$ cat src/rtl/seg7_pkg.sv
// ============================================================================
// seg7_pkg: glyph table, blank pattern and digit count shared by the seven-
// segment encoder and scan decoder. Revision: 1.0
// ============================================================================
`default_nettype none

package seg7_pkg;

  localparam int NUM_DIGITS = 4;

  // Active-low glyphs, bit0=a ... bit6=g
  localparam logic [6:0] SEG_0     = 7'h40;
  localparam logic [6:0] SEG_1     = 7'h79;
  localparam logic [6:0] SEG_2     = 7'h24;
  localparam logic [6:0] SEG_3     = 7'h30;
  localparam logic [6:0] SEG_4     = 7'h19;
  localparam logic [6:0] SEG_5     = 7'h12;
  localparam logic [6:0] SEG_6     = 7'h02;
  localparam logic [6:0] SEG_7     = 7'h78;
  localparam logic [6:0] SEG_8     = 7'h00;
  localparam logic [6:0] SEG_9     = 7'h10;
  localparam logic [6:0] SEG_A     = 7'h08;
  localparam logic [6:0] SEG_B     = 7'h03;
  localparam logic [6:0] SEG_C     = 7'h46;
  localparam logic [6:0] SEG_D     = 7'h21;
  localparam logic [6:0] SEG_E     = 7'h06;
  localparam logic [6:0] SEG_F     = 7'h0E;
  localparam logic [6:0] SEG_BLANK = 7'h7F;

  typedef enum logic [1:0] {
    ST_IDLE  = 2'd0,
    ST_DWELL = 2'd1,
    ST_HELD  = 2'd2
  } dwell_state_t;

endpackage

`default_nettype wire

$ cat src/rtl/seg7_pattern_decode.sv
// ============================================================================
// seg7_pattern_decode: active-low segment pattern to {legal, nibble}; the
// inverse of the hex-to-segment encoder table. Revision: 1.0
// ============================================================================
`default_nettype none

module seg7_pattern_decode
  import seg7_pkg::*;
(
  input  logic [6:0] pattern,
  output logic       legal,
  output logic [3:0] nibble
);

  // Anything outside the glyph table, SEG_BLANK included, decodes as illegal/0.
  always_comb begin
    legal  = 1'b1;
    nibble = 4'h0;
    case (pattern)
      SEG_0:   nibble = 4'h0;
      SEG_1:   nibble = 4'h1;
      SEG_2:   nibble = 4'h2;
      SEG_3:   nibble = 4'h3;
      SEG_4:   nibble = 4'h4;
      SEG_5:   nibble = 4'h5;
      SEG_6:   nibble = 4'h6;
      SEG_7:   nibble = 4'h7;
      SEG_8:   nibble = 4'h8;
      SEG_9:   nibble = 4'h9;
      SEG_A:   nibble = 4'hA;
      SEG_B:   nibble = 4'hB;
      SEG_C:   nibble = 4'hC;
      SEG_D:   nibble = 4'hD;
      SEG_E:   nibble = 4'hE;
      SEG_F:   nibble = 4'hF;
      default: legal  = 1'b0;
    endcase
  end

endmodule

`default_nettype wire

$ cat src/rtl/seg7_scan_decoder.sv
// ============================================================================
// seg7_scan_decoder: recovers the 4-digit hex value from a multiplexed
// active-low seven-segment bus, accepting digits after a stable dwell.
// Revision: 1.0
// ============================================================================
`default_nettype none

module seg7_scan_decoder
  import seg7_pkg::*;
#(
  parameter int STABLE_CYCLES = 4
) (
  input  logic        clk,
  input  logic        rst_n,
  input  logic [6:0]  seg_n,
  input  logic [3:0]  an_n,
  output logic [15:0] value,
  output logic        value_valid,
  output logic [3:0]  digit_err
);

  localparam logic [7:0] c_stable = 8'(STABLE_CYCLES);
  localparam logic [7:0] c_accept = 8'(STABLE_CYCLES - 1);

  logic [6:0]   r_seg_s1, r_seg_s2, r_seg_prev;
  logic [3:0]   r_an_s1, r_an_s2, r_an_prev;
  logic [7:0]   r_cnt;
  logic [15:0]  r_buf;
  logic [3:0]   r_seen, r_err;
  dwell_state_t r_state, w_state_next;

  logic [3:0]   w_an_lo;
  logic         w_one_hot, w_same, w_accept, w_legal, w_frame_done;
  logic [7:0]   w_cnt_next;
  logic [1:0]   w_digit;
  logic [3:0]   w_nibble, w_seen_next, w_err_next;
  logic [15:0]  w_buf_next;

  seg7_pattern_decode u_decode (
    .pattern (r_seg_s2),
    .legal   (w_legal),
    .nibble  (w_nibble)
  );

  assign w_an_lo   = ~r_an_s2;
  assign w_one_hot = (w_an_lo != 4'd0) && ((w_an_lo & (w_an_lo - 4'd1)) == 4'd0);
  assign w_same    = (r_seg_s2 == r_seg_prev) && (r_an_s2 == r_an_prev);

  // w_cnt_next is "cycles stable so far minus one", so hitting c_accept
  // means the pair has been stable for exactly STABLE_CYCLES cycles.
  always_comb begin
    w_cnt_next = 8'd0;
    if (w_one_hot && w_same)
      w_cnt_next = (r_cnt == c_stable) ? r_cnt : r_cnt + 8'd1;
  end

  assign w_accept = w_one_hot && (r_state != ST_HELD) && (w_cnt_next == c_accept);

  always_comb begin
    w_state_next = r_state;
    if (!w_one_hot || !w_same)
      w_state_next = ST_IDLE;
    else if (w_accept)
      w_state_next = ST_HELD;
    else if (r_state != ST_HELD)
      w_state_next = ST_DWELL;
  end

  always_comb begin
    w_digit = 2'd0;
    for (int i = 0; i < NUM_DIGITS; i++)
      if (w_an_lo[i]) w_digit = 2'(i);
  end

  always_comb begin
    w_buf_next  = r_buf;
    w_seen_next = r_seen;
    w_err_next  = r_err;
    if (w_accept) begin
      w_buf_next[{w_digit, 2'b00} +: 4] = w_nibble;
      w_seen_next[w_digit]              = 1'b1;
      w_err_next[w_digit]               = ~w_legal;
    end
  end

  assign w_frame_done = w_accept && (w_seen_next == 4'hF);

  always_ff @(posedge clk) begin
    if (!rst_n) r_state <= ST_IDLE;
    else        r_state <= w_state_next;
  end

  always_ff @(posedge clk) begin
    if (!rst_n) begin
      r_seg_s1    <= '1;
      r_seg_s2    <= '1;
      r_seg_prev  <= '1;
      r_an_s1     <= '1;
      r_an_s2     <= '1;
      r_an_prev   <= '1;
      r_cnt       <= 8'd0;
      r_buf       <= 16'h0;
      r_seen      <= 4'h0;
      r_err       <= 4'h0;
      value       <= 16'h0;
      value_valid <= 1'b0;
      digit_err   <= 4'h0;
    end else begin
      r_seg_s1    <= seg_n;
      r_seg_s2    <= r_seg_s1;
      r_seg_prev  <= r_seg_s2;
      r_an_s1     <= an_n;
      r_an_s2     <= r_an_s1;
      r_an_prev   <= r_an_s2;
      r_cnt       <= w_cnt_next;
      r_buf       <= w_buf_next;
      value_valid <= w_frame_done;
      if (w_frame_done) begin
        value     <= w_buf_next;
        digit_err <= w_err_next;
        r_seen    <= 4'h0;
        r_err     <= 4'h0;
      end else begin
        r_seen    <= w_seen_next;
        r_err     <= w_err_next;
      end
    end
  end

endmodule

`default_nettype wire

$ cat config.mk
export PLATFORM = sky130hd
export DESIGN_NAME = seg7_scan_decoder
export DESIGN_NICKNAME = d
export VERILOG_FILES = /design/src/rtl/seg7_pkg.sv /design/src/rtl/seg7_pattern_decode.sv /design/src/rtl/seg7_scan_decoder.sv
export SDC_FILE = /design/constraint.sdc
export NUM_CORES = 1
export LEC_CHECK = 0
export ABC_AREA = 1
export BUFFER_PORTS_ARGS = -buffer_cell sky130_fd_sc_hd__buf_2
export CAP_MARGIN = 20
export CORE_ASPECT_RATIO = 0.5
export CORE_UTILIZATION = 35
export CTS_CLUSTER_SIZE = 20
export DETAILED_ROUTE_END_ITERATION = 8
export PLACE_DENSITY = 0.53
export SLEW_MARGIN = 20
export SYNTH_ARGS = -nofsm -noshare
export SYNTH_HDL_FRONTEND = slang
export SYNTH_SLANG_ARGS = --single-unit
$ cat constraint.sdc
create_clock -name clk -period 3.05 [get_ports clk]
set_input_delay 0.4575 -clock clk [delete_from_list [all_inputs] [get_ports clk]]
set_output_delay 0.4575 -clock clk [all_outputs]
set_load 0.005 [all_outputs]
==> impl_metrics.yaml <==
outcome:
  status: "finished, final reports clean"
synth:
  synth_edf_count: 0
  synth_area_um2: 3890
  ys_seq_elements: 88
  yosys_warnings: 0
  synthTopCellsByArea: "dfxtp_1 (45%), nand2_1 (13%), nand3_2 (4.9%), inv_1 (4.8%), nor2_1 (4.5%)"
  avgSynthCellArea_um2: 7.90
  async_flop_share_pct: 0
  yosysTopAreaCellShare_pct: 45.2
  synth_nets: 508
  synth_cell_types: 35
  ys.flop_type: "dfxtp_1"
  synth_largest_area_cell: "dfxtp_1"
  postSynthCellCount: 493
  seq_area_frac_synth_pct: 45.2
setup_path:
  r2r_slack_ns: 0.43
  r2r-start: "r_cnt[0]"
  rr_worst_depth: 15
  critPathLaunchType: "flop"
  worstSetupEndpointType: "flop"
  cp.arrival_ns: 2.85
  crit_end: "value[12]"
  cp_max_fo: 13
  worstPathRequired_ns: 3.28
  timing.rr.end: "value[12]"
  path_class: "flop to flop"
  startpoint: "r_cnt[0]"
job:
  maxCapViolCount: 0
timing:
  drv_slew: 0
  tns_ns: 0
  finalClockSkew_ns: 0.0128
  setup_viol: 0
  post-route-period-util_pct: 85.9
  worst_pin_slew_ns: 0.874
  fmax_ghz: 0.382
  finalCriticalPeriod_ns: 2.62
  rsz0062_at_grt: "no"
  hold_violations: 0
  relSlewSlack_pct: 41.6
detailed_routing:
  drtAntennaViolNets: 0
  drcViolationCount: 0
  vias: 3014
  first_iter_violations: 155
  first_pass_iters: 4
  wirelength_um: 7860
  viasPerCell: 4.51
  post_drt_wl_per_cell_um: 11.8
global_route:
  grt_pass1_wl_um: 13100
  antenna_found_initial: 0
  grt_max_degree: 53
  grt_overflow: 0
  grt_pass1_vias: 2613
  grt.total_usage_pct: 14.7
power:
  leakage_nw: 2.14
  cellPowerDensity_nw_per_um2: 534
  swShare_pct: 22.0
  p_comb_share_pct: 3.8
  switchingPower_w: 0.000526
  clkPwrFrac_pct: 46.8
  ir_drop_uv: 207
  p_int_w: 0.00186
  power_frac_seq_pct: 49.5
floorplanning:
  std_cell_rows: 26
  die_w_um: 151
  io_pins: 34
  die_h_um: 76.6
  core_region_area_um2: 10500
  dieArea_um2: 11600
  initial_utilization_pct: 37.1
final_layout:
  mostFrequentLayoutCells: "nand2_1 (133), dfxtp_1 (88), inv_1 (50)"
  syn_to_final_growth_pct: 14.8
  antenna_cells: 0
  drive_gt1_share_pct: 22.2
  final_area_um2: 4470
  layout_commonest_cell: "nand2_1"
  nNetsFinal: 539
clock_network:
  cts_root_buf: "clkbuf_16"
  clockBufferDepth: 2
  clock_sinks: 88
  clock_latency_ns: 0.34
  cts_tree: "yes"
  numCtsBuffers: 9
  post-cts-setup-buffers: 0
  htree_levels: 3
  postCtsResizedCells: 0
  holdBufCountCts: 0
  path_clk_slew_ns: 0.06
placed_design:
  hpwl_um: 5680
  port_buffers: 33
  placed_area_um2: 4170
  gp_congestion: 0.829
hold_path:
  hold_class: "input port to flop"
## synthesized netlist by cell type (2+ instances only)
library cell  instances
buf_2                 6
ha_1                  2
nor2_1               47
buf_6                 4
inv_1                50
nand3_2              19
nand2_2               6
a21oi_1              20
clkbuf_1              6
nand2_1             133
dfxtp_1              88
nand4_1              28
buf_1                 2
nor2_4                2
or2_2                24
nor3_1                6
nand3_1              15
nand3_4               4
xor2_1                4
inv_2                 2
xnor2_1              11
## state kept, by name (all words and copies together), names as in the netlist
register,cells
r_seen,4
value,16
r_cnt,8
r_state,2
value_valid,1
r_an_prev,4
r_seg_s1,7
r_buf,16
r_an_s2,4
r_an_s1,4
r_seg_s2,7
r_err,4
r_seg_prev,7
digit_err,4
## power by group through the flow
stage                     Sequential, W  Combinational (W)  Clock [W]
final                           0.00118          0.0000897    0.00112
after global routing            0.00118           0.000103    0.00120
after CTS                       0.00118          0.0000915    0.00115
after detailed placement        0.00121          0.0000912          0
after global placement          0.00121          0.0000911          0
after floorplan                 0.00120          0.0000706          0
## final cells by class
type | count | area, µm²
fillers | 1083 | 6040
multi-input cells | 335 | 1830
flip-flops and latches | 88 | 1760
clock buffers | 10 | 239
repair buffers | 38 | 203
inverters | 52 | 195
well taps | 140 | 175
clock inverters | 5 | 63.8
## routing by layer
metal  GRT usage (%)  vias to the layer above  share of wire (%)
li1                -                     1629                  -
met1            21.7                     1304                 55
met2            19.6                       69                 37
met3            4.07                       12                5.9
met4            5.70                        0                1.5
met5               0                        -                  0
## worst max-delay path: stages, from the launching register on
cell and delay [ns]:
dfxtp_1 0.38, inv_1 0.07, ha_1 0.19, nand3_1 0.07, nor2_1 0.07, inv_1 0.17, nand2_1 0.09, nand2_1 0.06
nand3_1 0.17, nor2_8 0.24, nand2_2 0.11, a21oi_4 0.18, nand4_4 0.27, buf_4 0.30, nand3_2 0.07, nand2_1 0.05
## worst min path at each step
stage / start / to / slack, ns / depth (start not counted)
after CTS: seg_n[3] / r_seg_s1[3] / 0.29 / 2
final: seg_n[5] / r_seg_s1[5] / 0.30 / 2
after global placement: r_seg_s1[5] / r_seg_s2[5] / 0.40 / 1
after detailed placement: r_seg_s1[5] / r_seg_s2[5] / 0.40 / 1
after global routing: seg_n[5] / r_seg_s1[5] / 0.30 / 2
after floorplan: r_an_s1[0] / r_an_s2[0] / 0.39 / 1
## cells by family after synthesis
family / Yosys count / synth area share [%]
AOI/OAI and AO/OA: 27 / 4.37
and+or+nand+nor: 291 / 38.7
xor gates and xnor gates: 15 / 3.37
adders and majority gates: 2 / 0.642
DFF: 88 / 45.2
buffers and inverters: 70 / 7.71
## metrics by stage
stage	setup WS, ns	utilization [%]	power, W	hold WS [ns]	cells
floorplan	0.899	-	0.00127	0.393	493
global placement	0.447	39.7	0.00130	0.396	653
detailed placement	0.395	39.7	0.00130	0.400	653
CTS	0.396	42.5	0.00242	0.288	668
global route	0.171	42.5	0.00248	0.298	668
finish	0.430	42.5	0.00239	0.300	668
Note: power is estimated with default switching activity, not from simulation.
